$ cat src/rtl/priority_control_logic_if.sv
// Bus bundle between the CPU-side agent and the priority interrupt controller.
interface priority_control_logic_if #(
   parameter int NUM_IRQ = 8,
   parameter int DATA_W  = 8
);
   localparam int IDX_W = $clog2(NUM_IRQ);

   logic [NUM_IRQ-1:0] irq;
   logic               level_or_edge_triggered_config;
   logic               auto_eoi_config;
   logic [DATA_W-1:0]  vector_base;
   logic               write_mask;
   logic [NUM_IRQ-1:0] mask_data;
   logic               write_eoi;
   logic               eoi_specific;
   logic               eoi_rotate;
   logic [IDX_W-1:0]   eoi_level;
   logic               poll_request;
   logic               interrupt_acknowledge_n;

   logic               interrupt_to_cpu;
   logic               out_control_logic_data;
   logic [DATA_W-1:0]  control_logic_data;
   logic [NUM_IRQ-1:0] interrupt_request;
   logic [NUM_IRQ-1:0] in_service;
   logic [NUM_IRQ-1:0] interrupt_mask;

   modport master (
      output irq, level_or_edge_triggered_config, auto_eoi_config, vector_base,
             write_mask, mask_data, write_eoi, eoi_specific, eoi_rotate, eoi_level,
             poll_request, interrupt_acknowledge_n,
      input  interrupt_to_cpu, out_control_logic_data, control_logic_data,
             interrupt_request, in_service, interrupt_mask
   );

   modport slave (
      input  irq, level_or_edge_triggered_config, auto_eoi_config, vector_base,
             write_mask, mask_data, write_eoi, eoi_specific, eoi_rotate, eoi_level,
             poll_request, interrupt_acknowledge_n,
      output interrupt_to_cpu, out_control_logic_data, control_logic_data,
             interrupt_request, in_service, interrupt_mask
   );
endinterface

$ cat src/rtl/priority_control_logic.sv
// Priority interrupt controller: IRR/ISR/IMR, rotating fully-nested priority,
// two-pulse INTA vector delivery, poll command and EOI handling.
//
// state  | meaning
// -------+-----------------------------------------------------------
// IDLE   | waiting; INT reflects winner; INTA fall or poll accepted
// ACK1   | first INTA pulse low; winner latched, ISR set
// GAP    | INTA high between the two pulses
// ACK2   | second INTA pulse; vector driven while INTA low
// POLL   | one cycle driving the poll word, then back to IDLE
module priority_control_logic #(
   parameter int NUM_IRQ = 8,
   parameter int DATA_W  = 8
) (
   input logic                    clock,
   input logic                    reset_n,
   priority_control_logic_if.slave bus
);
   localparam int IDX_W = $clog2(NUM_IRQ);

   typedef enum logic [2:0] {
      S_IDLE = 3'd0,
      S_ACK1 = 3'd1,
      S_GAP  = 3'd2,
      S_ACK2 = 3'd3,
      S_POLL = 3'd4
   } state_t;

   state_t             state_q, state_d;
   logic [NUM_IRQ-1:0] irr_q, isr_q, imr_q, irq_prev_q;
   logic [NUM_IRQ-1:0] irr_d, isr_d;
   logic [IDX_W-1:0]   rot_q;
   logic [IDX_W-1:0]   ack_idx_q, ack_idx_d;
   logic               spurious_q, spurious_d;
   logic [DATA_W-1:0]  poll_word_q, poll_word_d;
   logic               inta_prev_q;
   logic               int_q;

   logic               inta, inta_fall, inta_rise;
   logic [NUM_IRQ-1:0] req_vec;
   logic               req_found, isr_found;
   logic [IDX_W-1:0]   req_idx, req_lvl, isr_idx, isr_lvl;
   logic               win_valid;
   logic [NUM_IRQ-1:0] ack_set, auto_clr, eoi_clr;
   logic               eoi_hit;
   logic [IDX_W-1:0]   eoi_idx;
   logic               unused_vector_low;

   // The low vector_base bits are replaced by the index on the bus.
   assign unused_vector_low = ^bus.vector_base[IDX_W-1:0];

   function automatic logic [NUM_IRQ-1:0] onehot(input logic [IDX_W-1:0] i);
      return NUM_IRQ'(1) << i;
   endfunction

   assign inta      = bus.interrupt_acknowledge_n;
   assign inta_fall = inta_prev_q & ~inta;
   assign inta_rise = ~inta_prev_q & inta;
   assign req_vec   = irr_q & ~imr_q;

   // Scan from the current top-priority index downward; level 0 is highest.
   always_comb begin
      logic [IDX_W-1:0] cand;
      req_found = 1'b0;
      req_idx   = '0;
      req_lvl   = '0;
      isr_found = 1'b0;
      isr_idx   = '0;
      isr_lvl   = '0;
      cand      = '0;
      for (int k = 0; k < NUM_IRQ; k++) begin
         cand = IDX_W'(int'(rot_q) + k + 1);
         if (!req_found && req_vec[cand]) begin
            req_found = 1'b1;
            req_idx   = cand;
            req_lvl   = IDX_W'(k);
         end
         if (!isr_found && isr_q[cand]) begin
            isr_found = 1'b1;
            isr_idx   = cand;
            isr_lvl   = IDX_W'(k);
         end
      end
   end

   // Fully nested: a request only wins if strictly above every in-service bit.
   assign win_valid = req_found && (!isr_found || (req_lvl < isr_lvl));

   // EOI decode; a specific EOI on an idle ISR bit does nothing (no rotate either).
   always_comb begin
      eoi_hit = 1'b0;
      eoi_idx = '0;
      if (bus.write_eoi) begin
         if (bus.eoi_specific) begin
            if (isr_q[bus.eoi_level]) begin
               eoi_hit = 1'b1;
               eoi_idx = bus.eoi_level;
            end
         end else if (isr_found) begin
            eoi_hit = 1'b1;
            eoi_idx = isr_idx;
         end
      end
      eoi_clr = eoi_hit ? onehot(eoi_idx) : '0;
   end

   // Next-state and acknowledge/poll side effects.
   always_comb begin
      state_d     = state_q;
      ack_idx_d   = ack_idx_q;
      spurious_d  = spurious_q;
      poll_word_d = poll_word_q;
      ack_set     = '0;
      auto_clr    = '0;
      case (state_q)
         S_IDLE: begin
            if (inta_fall) begin
               state_d = S_ACK1;
               if (win_valid) begin
                  ack_idx_d  = req_idx;
                  spurious_d = 1'b0;
                  ack_set    = onehot(req_idx);
               end else begin
                  ack_idx_d  = '1;
                  spurious_d = 1'b1;
               end
            end else if (bus.poll_request) begin
               state_d     = S_POLL;
               poll_word_d = '0;
               if (win_valid) begin
                  poll_word_d[DATA_W-1]  = 1'b1;
                  poll_word_d[IDX_W-1:0] = req_idx;
                  ack_set                = onehot(req_idx);
               end
            end
         end
         S_ACK1: begin
            if (inta_rise) state_d = S_GAP;
         end
         S_GAP: begin
            if (inta_fall) state_d = S_ACK2;
         end
         S_ACK2: begin
            if (inta_rise) begin
               state_d = S_IDLE;
               if (bus.auto_eoi_config && !spurious_q) auto_clr = onehot(ack_idx_q);
            end
         end
         S_POLL: begin
            state_d = S_IDLE;
         end
         default: begin
            state_d = S_IDLE;
         end
      endcase
   end

   // Set beats clear on both registers when they collide on one bit.
   always_comb begin
      if (bus.level_or_edge_triggered_config) begin
         irr_d = bus.irq;
      end else begin
         irr_d = (irr_q & ~ack_set) | (bus.irq & ~irq_prev_q);
      end
      isr_d = (isr_q & ~(eoi_clr | auto_clr)) | ack_set;
   end

   // State, request/service/mask registers, rotation and edge history.
   always_ff @(posedge clock or negedge reset_n) begin
      if (!reset_n) begin
         state_q     <= S_IDLE;
         irr_q       <= '0;
         isr_q       <= '0;
         imr_q       <= '1;
         irq_prev_q  <= '0;
         rot_q       <= IDX_W'(NUM_IRQ - 1);
         ack_idx_q   <= '0;
         spurious_q  <= 1'b0;
         poll_word_q <= '0;
         inta_prev_q <= 1'b0;
         int_q       <= 1'b0;
      end else begin
         state_q     <= state_d;
         irr_q       <= irr_d;
         isr_q       <= isr_d;
         irq_prev_q  <= bus.irq;
         ack_idx_q   <= ack_idx_d;
         spurious_q  <= spurious_d;
         poll_word_q <= poll_word_d;
         inta_prev_q <= inta;
         int_q       <= (state_q == S_IDLE) && win_valid;
         if (bus.write_mask) imr_q <= bus.mask_data;
         if (eoi_hit && bus.eoi_rotate) rot_q <= eoi_idx;
      end
   end

   // Data bus: vector only while the second INTA pulse is low, poll word in POLL.
   always_comb begin
      bus.out_control_logic_data = 1'b0;
      bus.control_logic_data     = '0;
      if ((state_q == S_ACK2) && !inta) begin
         bus.out_control_logic_data = 1'b1;
         bus.control_logic_data     = {bus.vector_base[DATA_W-1:IDX_W], ack_idx_q};
      end else if (state_q == S_POLL) begin
         bus.out_control_logic_data = 1'b1;
         bus.control_logic_data     = poll_word_q;
      end
   end

   assign bus.interrupt_to_cpu  = int_q;
   assign bus.interrupt_request = irr_q;
   assign bus.in_service        = isr_q;
   assign bus.interrupt_mask    = imr_q;

endmodule
$ cat src/flat_wrapper.sv
// flat-port wrapper written by rule: the top's interface ports become plain ports
module priority_control_logic_flat 
#(
   parameter int NUM_IRQ = 8,
   parameter int DATA_W  = 8
)
  (clock, reset_n, bus_irq, bus_level_or_edge_triggered_config, bus_auto_eoi_config, bus_vector_base, bus_write_mask, bus_mask_data, bus_write_eoi, bus_eoi_specific, bus_eoi_rotate, bus_eoi_level, bus_poll_request, bus_interrupt_acknowledge_n, bus_interrupt_to_cpu, bus_out_control_logic_data, bus_control_logic_data, bus_interrupt_request, bus_in_service, bus_interrupt_mask);
  priority_control_logic_if #(.NUM_IRQ(NUM_IRQ), .DATA_W(DATA_W)) bus_i ();
  input logic clock;
  input logic reset_n;
  input wire logic [$bits(bus_i.irq)-1:0] bus_irq;
  input wire logic [$bits(bus_i.level_or_edge_triggered_config)-1:0] bus_level_or_edge_triggered_config;
  input wire logic [$bits(bus_i.auto_eoi_config)-1:0] bus_auto_eoi_config;
  input wire logic [$bits(bus_i.vector_base)-1:0] bus_vector_base;
  input wire logic [$bits(bus_i.write_mask)-1:0] bus_write_mask;
  input wire logic [$bits(bus_i.mask_data)-1:0] bus_mask_data;
  input wire logic [$bits(bus_i.write_eoi)-1:0] bus_write_eoi;
  input wire logic [$bits(bus_i.eoi_specific)-1:0] bus_eoi_specific;
  input wire logic [$bits(bus_i.eoi_rotate)-1:0] bus_eoi_rotate;
  input wire logic [$bits(bus_i.eoi_level)-1:0] bus_eoi_level;
  input wire logic [$bits(bus_i.poll_request)-1:0] bus_poll_request;
  input wire logic [$bits(bus_i.interrupt_acknowledge_n)-1:0] bus_interrupt_acknowledge_n;
  output wire logic [$bits(bus_i.interrupt_to_cpu)-1:0] bus_interrupt_to_cpu;
  output wire logic [$bits(bus_i.out_control_logic_data)-1:0] bus_out_control_logic_data;
  output wire logic [$bits(bus_i.control_logic_data)-1:0] bus_control_logic_data;
  output wire logic [$bits(bus_i.interrupt_request)-1:0] bus_interrupt_request;
  output wire logic [$bits(bus_i.in_service)-1:0] bus_in_service;
  output wire logic [$bits(bus_i.interrupt_mask)-1:0] bus_interrupt_mask;
  assign bus_i.irq = bus_irq;
  assign bus_i.level_or_edge_triggered_config = bus_level_or_edge_triggered_config;
  assign bus_i.auto_eoi_config = bus_auto_eoi_config;
  assign bus_i.vector_base = bus_vector_base;
  assign bus_i.write_mask = bus_write_mask;
  assign bus_i.mask_data = bus_mask_data;
  assign bus_i.write_eoi = bus_write_eoi;
  assign bus_i.eoi_specific = bus_eoi_specific;
  assign bus_i.eoi_rotate = bus_eoi_rotate;
  assign bus_i.eoi_level = bus_eoi_level;
  assign bus_i.poll_request = bus_poll_request;
  assign bus_i.interrupt_acknowledge_n = bus_interrupt_acknowledge_n;
  assign bus_interrupt_to_cpu = bus_i.interrupt_to_cpu;
  assign bus_out_control_logic_data = bus_i.out_control_logic_data;
  assign bus_control_logic_data = bus_i.control_logic_data;
  assign bus_interrupt_request = bus_i.interrupt_request;
  assign bus_in_service = bus_i.in_service;
  assign bus_interrupt_mask = bus_i.interrupt_mask;
  priority_control_logic #(.NUM_IRQ(NUM_IRQ), .DATA_W(DATA_W)) u_core (.clock(clock), .reset_n(reset_n), .bus(bus_i));
endmodule
$ cat config.mk
export PLATFORM = sky130hd
export DESIGN_NAME = priority_control_logic_flat
export DESIGN_NICKNAME = d
export VERILOG_FILES = /design/src/rtl/priority_control_logic_if.sv /design/src/rtl/priority_control_logic.sv /design/src/flat_wrapper.sv
export SDC_FILE = /design/constraint.sdc
export NUM_CORES = 1
export LEC_CHECK = 0
export BUFFER_PORTS_ARGS = -buffer_cell sky130_fd_sc_hd__buf_2
export CORE_UTILIZATION = 58
export DETAILED_ROUTE_END_ITERATION = 12
export GPL_ROUTABILITY_DRIVEN = 0
export PLACE_DENSITY = 0.82
export SKIP_LAST_GASP = 1
export SLEW_MARGIN = 20
export SYNTH_ARGS = -nofsm -noshare
export SYNTH_HDL_FRONTEND = slang
export SYNTH_SLANG_ARGS = --single-unit
$ cat constraint.sdc
create_clock -name clock -period 5.86 [get_ports clock]
set_clock_uncertainty 0.2 [all_clocks]
set_input_delay 0.293 -clock clock [delete_from_list [all_inputs] [get_ports clock]]
set_output_delay 0.293 -clock clock [all_outputs]
set_load 0.01 [all_outputs]
==> results by group <==
Run status
  • Outcome: completed

Logic synthesis
  • Post-synth top area share: 21.4%
  • Synth async-reset ratio: 100%
  • Synth Flop Type: dfrtp_1
  • Register bit count reported by yosys: 48
  • Synth Net Count: 507
  • Synth area leaders: dfrtp_1 (21%), mux4_2 (15%), dfstp_2 (6.7%), mux2_2 (4.4%), nand2_1 (4.1%)
  • Post-Synthesis Cells: 465
  • EDFF count, synth: 0
  • Mapped cell area: 4320 sq um
  • Seq/Total Area, Yosys: 28.1%
  • Synthesis Warnings: 0
  • Cell variety after synth: 72
  • Largest area contributor in the netlist: dfrtp_1
  • Average cell area after synthesis: 9.29 sq um

Global routing
  • Pin count of the biggest net entering global routing: 49
  • Top Usage Layer GRT: met2
  • Vias in the first global route: 3889
  • Met1 GRT Util: 41.9%
  • Global-route usage over all layers: 31.1%
  • Met3 GRT Util: 5.22%
  • Global-route wire length before repair: 18900 um
  • Initial antenna violation count: 0
  • Met2 Usage GRT: 51.7%
  • Grt total ovfl: 0

STA
  • Tightest Pin Transition: 0.850 ns
  • RSZ-0062 raised after global routing: no
  • Fmax: 202 MHz
  • Relative slew slack: 42.9%
  • Final count of hold timing violations: 0
  • # setup viols final: 0
  • Final slew viol count: 0
  • Setup TNS: 0 ns
  • Final worst-path cycle share: 84.4%
  • Min Tclk post-route: 4.95 ns

Critical path
  • Crit. End Element: register
  • CP Data Arrival Time: 4.93 ns
  • Startpoint type of the worst setup path: register
  • Critical path class: register to register
  • Worst EP required: 5.84 ns
  • Crit-path max FO: 14

Floorplan
  • # IOs: 71
  • Row count: 31
  • Core area: 7210 sq um
  • Die Wd: 88.3 um
  • Die ar.: 7800 sq um
  • Die Y: 88.3 um
  • Initial Utilization: 59.9%

Cells and area
  • Layout cell share with drive strength beyond 1: 28.2%
  • P&R area growth vs syn: 14.5%
  • Final net count: 576
  • Diode count: 0
  • Fillers: 551

CTS
  • Clock Latency Late Sink: 0.31 ns
  • CTS Buffer Depth: 2
  • CTS Sinks: 48
  • CTS tree: built
  • Setup Fix Bufs, Post-CTS: 0
  • Num CTS Buffers: 5
  • CTS root buf: clkbuf_8
  • Post_cts resized: 0
  • CTS H-Tree Depth: 2
  • CTS hold repair buffers: 10
  • Clock-pin slew on the worst setup and hold paths: 0.08 ns

Drt
  • WL per Instance: 18.5 um
  • Routed wire length: 11700 um
  • Vias per cell: 6.65
  • DRT iter0 DRCs: 553
  • Detailed-route DRC error count: 0
  • Total number of vias: 4213
  • DR pass1 iterations: 6
  • Detail Route Antenna Nets: 0

Place
  • PortBufs: 67
  • Detail Placement HPWL: 8430 um

Min path
  • Hold/Removal Path Class: input pin to register

Job
  • Max_cap viols: 0
==> area by class of cell <==
class	count	area, sq um	share of cell area (%)
repair buffers	88	523	10.6
flip-flops and latches	48	1210	24.6
multi-input cells	377	2940	59.5
well taps	99	124	2.51
inverters	14	52.6	1.06
clock buffers	8	90.1	1.82
==> stage by stage <==
stage	std cells	utilization (%)	instance area (sq um)	hold slack, ns	setup slack (ns)
final	634	68.5	4940	0.0119	0.913
after global placement	615	65.7	4740	0.213	1.05
after floorplan	465	-	4320	-0.203	0.704
after global routing	634	68.5	4940	0.0237	0.634
after detailed placement	615	65.7	4740	0.216	0.931
after CTS	633	68.4	4930	0.00387	0.913
==> final timing paths <==
check / endpoint / from / cells past startpoint / slack (ns)
min in group asynchronous: u_core.bus.interrupt_request[1]$_DFF_PN0_ / reset_n / 2 / 0.33
max in group asynchronous: u_core.bus.interrupt_to_cpu$_DFF_PN0_ / reset_n / 2 / 4.72
worst max-delay path: u_core.bus.interrupt_request[0]$_DFF_PN0_ / u_core.rot_q[0]$_DFFE_PN1P_ / 14 / 0.91
worst min-delay path: u_core.bus.interrupt_mask[7]$_DFFE_PN1P_ / bus_mask_data[7] / 2 / 0.01
worst min register to register: u_core.poll_word_q[0]$_DFFE_PN0P_ / u_core.poll_word_q[0]$_DFFE_PN0P_ / 2 / 0.29
worst max register to register: u_core.bus.interrupt_request[0]$_DFF_PN0_ / u_core.rot_q[0]$_DFFE_PN1P_ / 14 / 0.91
==> cells in the final DEF, fill, tap and decap left out, drive strengths merged, types with 9 or more instances in the layout <==
cell type    netlist  final
a31oi             12     12
mux4              28     28
nand2b            11     11
nor3              12     12
mux2              17     17
nor2              35     35
dfrtp             37     37
buf                9     77
dlygate4sd3        0     11
nand3              9      9
inv               13     13
nand2             47     47
mux2i             12     12
a21oi             29     29
o21ai             23     23
nor2b             13     13
dfstp             11     11
==> state kept, by name (all words and copies together), names as in the netlist, 3 cells and up <==
name,flops
u_core.ack_idx_q,3
u_core.bus.in_service,8
u_core.bus.interrupt_mask,8
u_core.bus.interrupt_request,8
u_core.irq_prev_q,8
u_core.poll_word_q,4
u_core.rot_q,3
u_core.state_q,3
==> kinds of logic after synthesis <==
kind of cell | share of synthesized area (%)
and+or+nand+nor | 20.7
AOI/OAI and AO/OA | 22.7
muxes | 21.8
DFF | 28.1
buffers and inverters | 3.82
xor gates and xnor gates | 1.39
adders and majority gates | 1.45
==> synthesized netlist by cell type (7+ instances only) <==
library cell   n
a31oi_1       12
nor2b_1       13
clkbuf_1      17
nor2_1        35
dfrtp_1       37
o21ai_0       22
dfstp_2       11
nand2_1       47
inv_1         13
mux2_2        17
nand3b_1       7
nand2b_1      11
and2_1         7
mux4_2        28
mux2i_1       12
nand3_1        9
nor3_1        11
a21oi_1       29
==> worst max-delay path, cell delays in order, from the launching register on <==
cell and delay [ns]:
dfstp_2 0.53, inv_1 0.04, buf_4 0.18, ha_1 0.45, mux4_2 0.56, or2_1 0.24
mux4_2 0.61, a211o_1 0.33, ha_1 0.29, a21oi_1 0.21, o32ai_1 0.10, o21a_1 0.19
o22a_4 0.29, nor4b_4 0.45, a21oi_1 0.12
==> routing by layer <==
layer	up-vias	routed length (um)
met3	27	964
li1	1921	-
met4	0	209
met5	-	0
met2	218	5780
met1	2047	4790
Power is left out: the tool's default activity adds up to more than one toggle a clock period on the data nets, which glitch-free logic cannot reach.
